### config.mk
export PLATFORM = sky130hd
export DESIGN_NAME = usb_sie_tx_flat
export DESIGN_NICKNAME = d
export VERILOG_FILES = /design/src/rtl/usb_sie_tx_if.sv /design/src/rtl/usb_sie_tx.sv /design/src/flat_wrapper.sv
export SDC_FILE = /design/constraint.sdc
export NUM_CORES = 1
export LEC_CHECK = 0
export CAP_MARGIN = 20
export CORE_ASPECT_RATIO = 0.6
export CORE_MARGIN = 2
export CORE_UTILIZATION = 55
export CTS_CLUSTER_DIAMETER = 60
export CTS_CLUSTER_SIZE = 8
export DETAILED_ROUTE_END_ITERATION = 10
export GPL_TIMING_DRIVEN = 0
export HOLD_SLACK_MARGIN = 0.08
export PLACE_DENSITY = 0.91
export RECOVER_POWER = 100
export SYNTH_ARGS = -nofsm -noshare
export SYNTH_HDL_FRONTEND = slang
export SYNTH_SLANG_ARGS = --single-unit
### constraint.sdc
create_clock -name clk -period 4 [get_ports clk]
set_input_delay 0.6 -clock clk [delete_from_list [all_inputs] [get_ports clk]]
set_output_delay 0.6 -clock clk [all_outputs]
set_load 0.01 [all_outputs]
### src/rtl/usb_sie_tx_if.sv
// Bundle of request, payload, status and UTMI transmit signals for the SIE
// tx packet assembler. The slave modport is the assembler's own view.
interface usb_sie_tx_if;
  logic       req_valid;
  logic       req_ready;
  logic [3:0] req_pid;
  logic       req_zlp;
  logic [7:0] pl_data;
  logic       pl_valid;
  logic       pl_last;
  logic       pl_ready;
  logic       done;
  logic       err_underrun;
  logic       err_overflow;
  logic [7:0] data_in;
  logic       tx_valid;
  logic       tx_ready;

  modport slave (
    input  req_valid, req_pid, req_zlp, pl_data, pl_valid, pl_last, tx_ready,
    output req_ready, pl_ready, done, err_underrun, err_overflow, data_in, tx_valid
  );

  modport master (
    output req_valid, req_pid, req_zlp, pl_data, pl_valid, pl_last, tx_ready,
    input  req_ready, pl_ready, done, err_underrun, err_overflow, data_in, tx_valid
  );
endinterface

### src/rtl/usb_sie_tx.sv
// SIE transmit packet assembler: emits PID, payload and CRC16 bytes over the
// UTMI tx byte handshake, then holds off for inter-packet spacing.
module usb_sie_tx #(
  parameter int MAX_PAYLOAD = 64,
  parameter int EOP_WAIT    = 64
) (
  input  logic        clk,
  input  logic        rst_n,
  usb_sie_tx_if.slave bus
);

  localparam int CW = $clog2(MAX_PAYLOAD + 1);
  localparam int WW = $clog2(EOP_WAIT + 1);

  typedef enum logic [2:0] {S_IDLE, S_PID, S_DATA, S_CRC_LO, S_CRC_HI, S_WAIT} state_t;

  state_t          state;
  state_t          state_next;
  logic            is_data;
  logic            zlp;
  logic            last_held;
  logic            err_underrun;
  logic            err_overflow;
  logic [15:0]     crc;
  logic [15:0]     crc_out;
  logic [7:0]      data_reg;
  logic [CW-1:0]   byte_cnt;
  logic [WW-1:0]   wait_cnt;
  logic            accept;
  logic            at_max;
  logic            byte_last;
  logic            need_byte;
  logic            fetch;

  // Reflected CRC16 (poly 0x8005), one byte per call, LSB first.
  function automatic logic [15:0] crc16_byte(input logic [15:0] c, input logic [7:0] d);
    logic [15:0] r;
    r = c;
    for (int i = 0; i < 8; i++) begin
      r = (r[0] ^ d[i]) ? ((r >> 1) ^ 16'hA001) : (r >> 1);
    end
    return r;
  endfunction

  assign accept    = (state == S_IDLE) && bus.req_valid;
  assign at_max    = (byte_cnt == CW'(MAX_PAYLOAD));
  assign byte_last = last_held || at_max;
  assign need_byte = ((state == S_PID) && is_data && !zlp) ||
                     ((state == S_DATA) && !byte_last);
  assign fetch     = need_byte && bus.tx_ready && bus.pl_valid;
  // An underrun packet goes out with a deliberately wrong CRC.
  assign crc_out   = err_underrun ? crc : ~crc;

  always_ff @(posedge clk or negedge rst_n) begin
    if (!rst_n) state <= S_IDLE;
    else        state <= state_next;
  end

  always_comb begin
    state_next = state;
    case (state)
      S_IDLE:   if (bus.req_valid) state_next = S_PID;
      S_PID:
        if (bus.tx_ready) begin
          if (!is_data)          state_next = S_WAIT;
          else if (zlp)          state_next = S_CRC_LO;
          else if (bus.pl_valid) state_next = S_DATA;
          else                   state_next = S_CRC_LO;
        end
      S_DATA:
        if (bus.tx_ready) begin
          if (byte_last)         state_next = S_CRC_LO;
          else if (!bus.pl_valid) state_next = S_CRC_LO;
        end
      S_CRC_LO: if (bus.tx_ready) state_next = S_CRC_HI;
      S_CRC_HI: if (bus.tx_ready) state_next = S_WAIT;
      S_WAIT:   if (wait_cnt == WW'(EOP_WAIT - 1)) state_next = S_IDLE;
      default:  state_next = S_IDLE;
    endcase
  end

  always_comb begin
    bus.req_ready = (state == S_IDLE);
    bus.tx_valid  = (state == S_PID) || (state == S_DATA) ||
                    (state == S_CRC_LO) || (state == S_CRC_HI);
    bus.pl_ready  = fetch;
    bus.done      = (state == S_WAIT) && (wait_cnt == WW'(EOP_WAIT - 1));
    case (state)
      S_CRC_LO: bus.data_in = crc_out[7:0];
      S_CRC_HI: bus.data_in = crc_out[15:8];
      default:  bus.data_in = data_reg;
    endcase
  end

  assign bus.err_underrun = err_underrun;
  assign bus.err_overflow = err_overflow;

  always_ff @(posedge clk or negedge rst_n) begin
    if (!rst_n) begin
      is_data      <= 1'b0;
      zlp          <= 1'b0;
      last_held    <= 1'b0;
      err_underrun <= 1'b0;
      err_overflow <= 1'b0;
      crc          <= 16'hFFFF;
      data_reg     <= 8'h00;
      byte_cnt     <= '0;
      wait_cnt     <= '0;
    end else begin
      if (accept) begin
        is_data      <= (bus.req_pid[1:0] == 2'b11);
        zlp          <= bus.req_zlp;
        last_held    <= 1'b0;
        err_underrun <= 1'b0;
        err_overflow <= 1'b0;
        crc          <= 16'hFFFF;
        data_reg     <= {~bus.req_pid, bus.req_pid};
        byte_cnt     <= '0;
      end else if (fetch) begin
        data_reg  <= bus.pl_data;
        byte_cnt  <= byte_cnt + 1'b1;
        crc       <= crc16_byte(crc, bus.pl_data);
        last_held <= bus.pl_last;
      end
      if (need_byte && bus.tx_ready && !bus.pl_valid) err_underrun <= 1'b1;
      // A full packet whose held byte is not marked last gets truncated here.
      if ((state == S_DATA) && bus.tx_ready && at_max && !last_held) err_overflow <= 1'b1;
      wait_cnt <= (state == S_WAIT) ? wait_cnt + 1'b1 : '0;
    end
  end

endmodule

### src/flat_wrapper.sv
// flat-port wrapper written by rule: the top's interface ports become plain ports
module usb_sie_tx_flat 
#(
  parameter int MAX_PAYLOAD = 64,
  parameter int EOP_WAIT    = 64
)
  (clk, rst_n, bus_req_valid, bus_req_pid, bus_req_zlp, bus_pl_data, bus_pl_valid, bus_pl_last, bus_tx_ready, bus_req_ready, bus_pl_ready, bus_done, bus_err_underrun, bus_err_overflow, bus_data_in, bus_tx_valid);
  usb_sie_tx_if bus_i ();
  input  logic clk;
  input  logic rst_n;
  input wire logic [$bits(bus_i.req_valid)-1:0] bus_req_valid;
  input wire logic [$bits(bus_i.req_pid)-1:0] bus_req_pid;
  input wire logic [$bits(bus_i.req_zlp)-1:0] bus_req_zlp;
  input wire logic [$bits(bus_i.pl_data)-1:0] bus_pl_data;
  input wire logic [$bits(bus_i.pl_valid)-1:0] bus_pl_valid;
  input wire logic [$bits(bus_i.pl_last)-1:0] bus_pl_last;
  input wire logic [$bits(bus_i.tx_ready)-1:0] bus_tx_ready;
  output wire logic [$bits(bus_i.req_ready)-1:0] bus_req_ready;
  output wire logic [$bits(bus_i.pl_ready)-1:0] bus_pl_ready;
  output wire logic [$bits(bus_i.done)-1:0] bus_done;
  output wire logic [$bits(bus_i.err_underrun)-1:0] bus_err_underrun;
  output wire logic [$bits(bus_i.err_overflow)-1:0] bus_err_overflow;
  output wire logic [$bits(bus_i.data_in)-1:0] bus_data_in;
  output wire logic [$bits(bus_i.tx_valid)-1:0] bus_tx_valid;
  assign bus_i.req_valid = bus_req_valid;
  assign bus_i.req_pid = bus_req_pid;
  assign bus_i.req_zlp = bus_req_zlp;
  assign bus_i.pl_data = bus_pl_data;
  assign bus_i.pl_valid = bus_pl_valid;
  assign bus_i.pl_last = bus_pl_last;
  assign bus_i.tx_ready = bus_tx_ready;
  assign bus_req_ready = bus_i.req_ready;
  assign bus_pl_ready = bus_i.pl_ready;
  assign bus_done = bus_i.done;
  assign bus_err_underrun = bus_i.err_underrun;
  assign bus_err_overflow = bus_i.err_overflow;
  assign bus_data_in = bus_i.data_in;
  assign bus_tx_valid = bus_i.tx_valid;
  usb_sie_tx #(.MAX_PAYLOAD(MAX_PAYLOAD), .EOP_WAIT(EOP_WAIT)) u_core (.clk(clk), .rst_n(rst_n), .bus(bus_i));
endmodule
==> results of run 1 <==
==> through the flow <==
stage,util (%),instances,total power [mW],setup slack (ns)
3_3_place_gp,66.1,381,1.21,0.767
2_1_floorplan,-,286,1.06,1.66
4_1_cts,68.7,390,1.56,0.518
3_5_place_dp,66.5,382,1.23,0.757
5_1_grt,67.2,390,1.63,0.153
6_report,67.2,390,1.54,0.288
==> power by group through the flow <==
| stage | combinational (mW) | clock, mW | sequential (mW) |
|---|---|---|---|
| global placement | 0.503 | 0 | 0.702 |
| floorplan | 0.381 | 0 | 0.674 |
| detailed placement | 0.525 | 0 | 0.709 |
| CTS | 0.529 | 0.327 | 0.701 |
| finish | 0.511 | 0.322 | 0.707 |
| global route | 0.573 | 0.344 | 0.718 |
==> layer usage <==
layer  vias up  routed length [µm]
li1       1104                   -
met1      1138                3180
met2       121                3020
met3        16                 756
met4         0                  73
met5         -                   0
==> Yosys cell counts (all sizes together) (2+ instances only) <==
cell / number
clkbuf: 7
ha: 3
nor2: 22
dfstp: 16
nand2: 43
xnor2: 20
or4: 3
o21ai: 27
xor2: 6
nand3b: 2
or3: 2
buf: 8
a221o: 4
a211oi: 4
o31ai: 3
a31oi: 2
inv: 7
nor3: 9
nand3: 9
and3: 4
and2: 2
a21oi: 21
dfrtp: 30
o22ai: 8
a221oi: 9
==> critical path: stages, from the launching register on <==
cell and delay [ns]:
dfrtp_1 0.42, or4_1 0.60, o21ai_0 0.51, a21o_4 0.25, inv_1 0.11, clkbuf_1 0.25, dlygate4sd3_1 0.67
==> logic make-up after synthesis <==
family / synth area share [%]
muxes: 0.378
DFF: 44.2
xor gates and xnor gates: 10.4
buffers and inverters: 3.92
AOI/OAI and AO/OA: 20.9
and+or+nand+nor: 18.9
adders and majority gates: 1.42
==> cells in the final DEF (no fill, tap or decap), drive strengths merged, types with 2 or more instances in the layout <==
cell type and n:
o22ai 8, o31ai 3, dfrtp 30, clkinv 2, dfstp 16, buf 3, and2 2, a221o 4
nor2 22, or4 3, nand3b 2, ha 3, xnor2 20, clkdlybuf4s50 17, clkbuf 20, or3 2
nor3 9, dlygate4sd3 14, a211oi 4, inv 7, nand2 43, a21oi 21, o21ai 27, and3 4
a221oi 9, xor2 6, nand3 9, a31oi 2
==> worst max-delay path by stage <==
stage                           endpoint          startpoint  depth (start not counted)  slack, ns
after global placement      bus_pl_ready        bus_pl_valid                          6       0.77
after CTS                 bus_data_in[4]     u_core.state[0]                          7       0.52
after global routing        bus_pl_ready  u_core.byte_cnt[4]                          6       0.15
after floorplan           bus_data_in[0]     u_core.state[0]                          6       1.66
after detailed placement    bus_pl_ready        bus_pl_valid                          6       0.76
final                       bus_pl_ready  u_core.byte_cnt[4]                          6       0.29
==> cell type report <==
| cell class | instances | area share, % |
|---|---|---|
| buffer | 15 | 1.90 |
| timing repair buffer | 33 | 10.3 |
| inverter | 7 | 0.847 |
| clock inverter | 2 | 0.323 |
| sequential | 46 | 37.8 |
| multi-input combinational | 218 | 43.3 |
| clock buffer | 6 | 3.03 |
| tap | 63 | 2.54 |
==> flow_metrics.env, run 1 <==
export IMPL_status="complete, but fails checks"
export IMPL_violations="capacitance limit"
export IMPL_cts_buffers=5
export IMPL_nFillCells=369
export IMPL_regArea_mm2=0.00117
export IMPL_rsz0062_at_grt="no"
export IMPL_syn_inst=286
export IMPL_synth_avg_cell_area_um2=9.27
export IMPL_die_w_um=93.6
export IMPL_postCtsResizedCells=0
export IMPL_reg2reg_to="u_core.data_reg[0]"
export IMPL_ios=33
export IMPL_crit_path_max_fanout=10
export IMPL_fmax_ghz=0.269
export IMPL_vdd_drop_max_uv=362
export IMPL_first_global_vias=2338
export IMPL_end_kind="output port"
export IMPL_clock_latency_ns=0.30
export IMPL_power_density_mw_per_mm2=497
export IMPL_start_kind="flop"
export IMPL_cp_required_ns=3.40
export IMPL_dieHeight_um=57.8
export IMPL_grt_pass1_wl_um=11600
export IMPL_num_vias=2379
export IMPL_drv_cap=1
export IMPL_area_growth_pct=16.9
export IMPL_ctsHoldBuffers=0
export IMPL_coreArea_mm2=0.00461
export IMPL_antenna_found_initial=0
export IMPL_finalNetCount=348
export IMPL_leakage_nw=1.31
export IMPL_clkSinkCount=46
export IMPL_critical_path_class="flop to output port"
export IMPL_combPwrFrac_pct=33.2
export IMPL_p_int_mw=1.02
export IMPL_rows=19
export IMPL_wl_per_cell_um=18.0
export IMPL_htreeDepth=2
export IMPL_synth_ff_type="dfrtp_1"
export IMPL_arrival_ns=3.11
export IMPL_grt_usage_pct=28.0
export IMPL_final_layout_size_suffix_gt1_share_pct=9.17
export IMPL_totalWireLength_um=7030
export IMPL_largest_reg_flops=16
export IMPL_finalCritPeriodShare_pct=92.8
export IMPL_synth_area_leaders="dfrtp_1 28%, dfstp_2 16%, xnor2_1 6.6%, nand2_1 6.1%, o21ai_0 4.7%"
export IMPL_via_per_inst=6.10
export IMPL_setup_viol=0
export IMPL_met2_usage_pct=40.7
export IMPL_antenna_left=0
export IMPL_multi_input_area_mm2=0.00134
export IMPL_portBuffers=32
export IMPL_reg2regPathDepth=6
export IMPL_grt_met1_usage_pct=42.1
export IMPL_synth_seq_cells=46
export IMPL_rrSetupSlack_ns=1.30
export IMPL_dieArea_mm2=0.00541
export IMPL_overflow=0
export IMPL_p_clk_share_pct=20.9
export IMPL_post_cts_buffers=0
export IMPL_synth_edf_count=0
export IMPL_fin_skew_ns=0.00825
export IMPL_period_needed_ns=3.71
export IMPL_firstDrtPassIters=6
export IMPL_diodes=0
export IMPL_dp_hpwl_um=5180
export IMPL_globalplace_congestion=0.924
export IMPL_start_util_pct=57.5
export IMPL_fin_area_mm2=0.00310
export IMPL_synth_cell_area_mm2=0.00265
export IMPL_yosys_area_top_type="dfrtp_1"
export IMPL_finalMaxSlewViolations=0
export IMPL_holdWs_ns=0.430
export IMPL_p_sw_share_pct=33.8
export IMPL_r2r_start="u_core.byte_cnt[4]"
export IMPL_yosysWarnings=0
export IMPL_final_hold_viol_count=0
export IMPL_placed_cell_area_mm2=0.00307
export IMPL_synth_top_area_share_pct=28.3
export IMPL_relSlewSlack_pct=0.0835
export IMPL_postSynthNetCount=308
export IMPL_cts_tree="done"
export IMPL_top_usage_layer="met1"
export IMPL_setup_tns_ns=0
export IMPL_power_frac_seq_pct=45.9
export IMPL_async_reset_ff_share_pct=100
export IMPL_first_iter_violations=370
export IMPL_use_met3_pct=8.19
export IMPL_route_detailed_drc=0
export IMPL_clock_path_buffers=2
export IMPL_clk_pin_slew_ns=0.09
export IMPL_synth_distinct_cells=47
export IMPL_hold_path_class="input pin to asynchronous set/reset pin"
export IMPL_grt_max_degree=29
export IMPL_worst_slew_pin_slew_ns=1.50
export IMPL_seq_area_frac_synth_pct=44.2
export IMPL_cts_root_buf="clkbuf_8"
export IMPL_switchingPower_uw=520
Power figures use the tool's default switching activity.
==> run 2, diff against run 1 <==
- CTS_CLUSTER_SIZE: 8 -> 25
==> results of run 2 <==
The final DEF is identical to that of run 1; final timing and power are the same.
==> run 3, diff against run 2 <==
- clock period: 4 -> 3.7 ns (I/O delays scaled with it)
==> run 3 against run 2 <==
Against the previous run: the flow still finishes with violations (capacitance limit); sequential share of layout area unchanged; via count decreased by 0.80%; clock power increased by 8.4%; sequential cell count unchanged; setup slack got worse by 0.12 ns; critical endpoint unchanged.
==> flow_metrics.env, run 3 (same netlist as run 1, synthesis figures left out) <==
export IMPL_status="complete, but fails checks"
export IMPL_violations="capacitance limit"
export IMPL_clock_latency_ns=0.30
export IMPL_finalNonFillerCells=390
export IMPL_first_iter_violations=353
export IMPL_cts_root_buf="clkbuf_8"
export IMPL_cp_cell_sequence="clkbuf_1, nor4b_4, o21ai_0, a21o_4, inv_2, clkbuf_1, clkdlybuf4s50_1"
export IMPL_route_detailed_drc=0
export IMPL_fin_ws_ns=0.165
export IMPL_finalNetCount=348
export IMPL_grt_max_degree=29
export IMPL_combPwrFrac_pct=33.3
export IMPL_overflow=0
export IMPL_dp_worst_setup_slack_ns=0.547
export IMPL_dp_hpwl_um=5180
export IMPL_via_per_inst=6.05
export IMPL_leakage_nw=1.30
export IMPL_largest_reg_flops=16
export IMPL_dieArea_mm2=0.00541
export IMPL_worst_slew_pin_slew_ns=1.49
export IMPL_clk_pin_slew_ns=0.09
export IMPL_p_sw_share_pct=33.8
export IMPL_cts_tree="done"
export IMPL_hold_path_class="input pin to asynchronous set/reset pin"
export IMPL_place_inst=382
export IMPL_ctsHoldBuffers=0
export IMPL_period_needed_ns=3.54
export IMPL_antenna_left=0
export IMPL_crit_path_max_fanout=10
export IMPL_first_global_vias=2338
export IMPL_rows=19
export IMPL_htreeDepth=2
export IMPL_fmax_ghz=0.283
export IMPL_grt_usage_pct=28.0
export IMPL_end_kind="output port"
export IMPL_globalplace_congestion=0.924
export IMPL_postCtsResizedCells=0
export IMPL_fin_skew_ns=0.00806
export IMPL_power_density_mw_per_mm2=538
export IMPL_finalMaxSlewViolations=0
export IMPL_finalCritPeriodShare_pct=95.5
export IMPL_start_util_pct=57.5
export IMPL_slowest_delay_ns=0.62
export IMPL_cts_buffers=5
export IMPL_p_clk_share_pct=20.9
export IMPL_cp_slowest_cell="clkdlybuf4s50_1"
export IMPL_firstDrtPassIters=7
export IMPL_diodes=0
export IMPL_power_frac_seq_pct=45.8
export IMPL_clkSinkCount=46
export IMPL_drv_cap=1
export IMPL_area_growth_pct=16.9
export IMPL_final_cell_mix="43 x nand2_1, 30 x dfrtp_1, 27 x o21ai_0"
export IMPL_ios=33
export IMPL_start_kind="flop"
export IMPL_crit_top_cell="clkbuf_1"
export IMPL_relSlewSlack_pct=0.334
export IMPL_die_w_um=93.6
export IMPL_switchingPower_uw=563
export IMPL_vdd_drop_max_uv=390
export IMPL_clock_path_buffers=2
export IMPL_arrival_ns=2.98
export IMPL_post_cts_buffers=0
export IMPL_cp_required_ns=3.14
export IMPL_antenna_found_initial=0
export IMPL_totalWireLength_um=7050
export IMPL_coreArea_mm2=0.00461
export IMPL_critical_path_class="flop to output port"
export IMPL_wl_per_cell_um=18.1
export IMPL_num_vias=2360
export IMPL_mostFrequentLayoutCell="nand2_1"
export IMPL_dieHeight_um=57.8
export IMPL_p_int_mw=1.10
export IMPL_grt_pass1_wl_um=11600
export IMPL_final_layout_size_suffix_gt1_share_pct=9.48
export IMPL_setup_viol=0
export IMPL_rsz0062_at_grt="no"
export IMPL_finish_utilization_pct=67.2
export IMPL_portBuffers=32
export IMPL_setup_tns_ns=0
export IMPL_final_hold_viol_count=0
-- run 3: changes by cell type in the layout (fill, tap and decap cells not counted) --
cell             delta
inv_1               -1
clkdlybuf4s50_1     +3
inv_2               +1
dlygate4sd3_1       -3
-- run 3: worst paths after layout --
path | from | to | slack [ns] | cells past startpoint
setup reg to reg | u_core.byte_cnt[4] | u_core.data_reg[0] | 1.03 | 6
setup / recovery | u_core.state[2] | bus_pl_ready | 0.16 | 7
max in group asynchronous | rst_n | u_core.byte_cnt[6] | 1.42 | 2
min in group clk | u_core.crc[10] | u_core.crc[2] | 0.48 | 2
hold reg to reg | u_core.crc[10] | u_core.crc[2] | 0.48 | 2
hold / removal | rst_n | u_core.byte_cnt[0] | 0.39 | 1
-- run 3: per-layer routing --
layer	global-route usage (%)	wire (µm)	part of all wire [%]
met2	40.7	3000	43
met3	8.19	743	11
met4	6.00	64	0.91
met5	0	0	0
met1	42.1	3240	46
-- run 3: worst max-delay path, delay by kind of cell (launching register included) --
family / cells / cell delay (ns)
flip-flops: 1 / 0.38
AND/OR/NAND/NOR: 1 / 0.36
AO/OA/AOI/OAI: 2 / 0.62
buffers and inverters: 4 / 1.31
-- run 3: power groups by stage --
stage	Combinational, mW	Clock [mW]	Sequential, mW
after floorplan	0.412	0	0.729
after global placement	0.544	0	0.759
after detailed placement	0.567	0	0.767
after CTS	0.572	0.353	0.758
after global routing	0.622	0.372	0.776
final	0.555	0.349	0.765
-- run 3: cell type report --
type                       instances  area, µm²
fill                             369       1510
sequential                        46       1170
multi-input combinational        218       1340
timing repair buffer              33        318
tap                               63       78.8
clock inverter                     2       10.0
inverter                           7       26.3
buffer                            15       58.8
clock buffer                       6       93.8
-- run 3: metrics by stage --
| stage | area [µm²] | total power [mW] | hold slack, ns |
|---|---|---|---|
| 2_1_floorplan | 2650 | 1.14 | 0.259 |
| 3_3_place_gp | 3050 | 1.30 | 0.462 |
| 3_5_place_dp | 3070 | 1.33 | 0.465 |
| 4_1_cts | 3170 | 1.68 | 0.196 |
| 5_1_grt | 3100 | 1.77 | 0.470 |
| 6_report | 3100 | 1.67 | 0.385 |
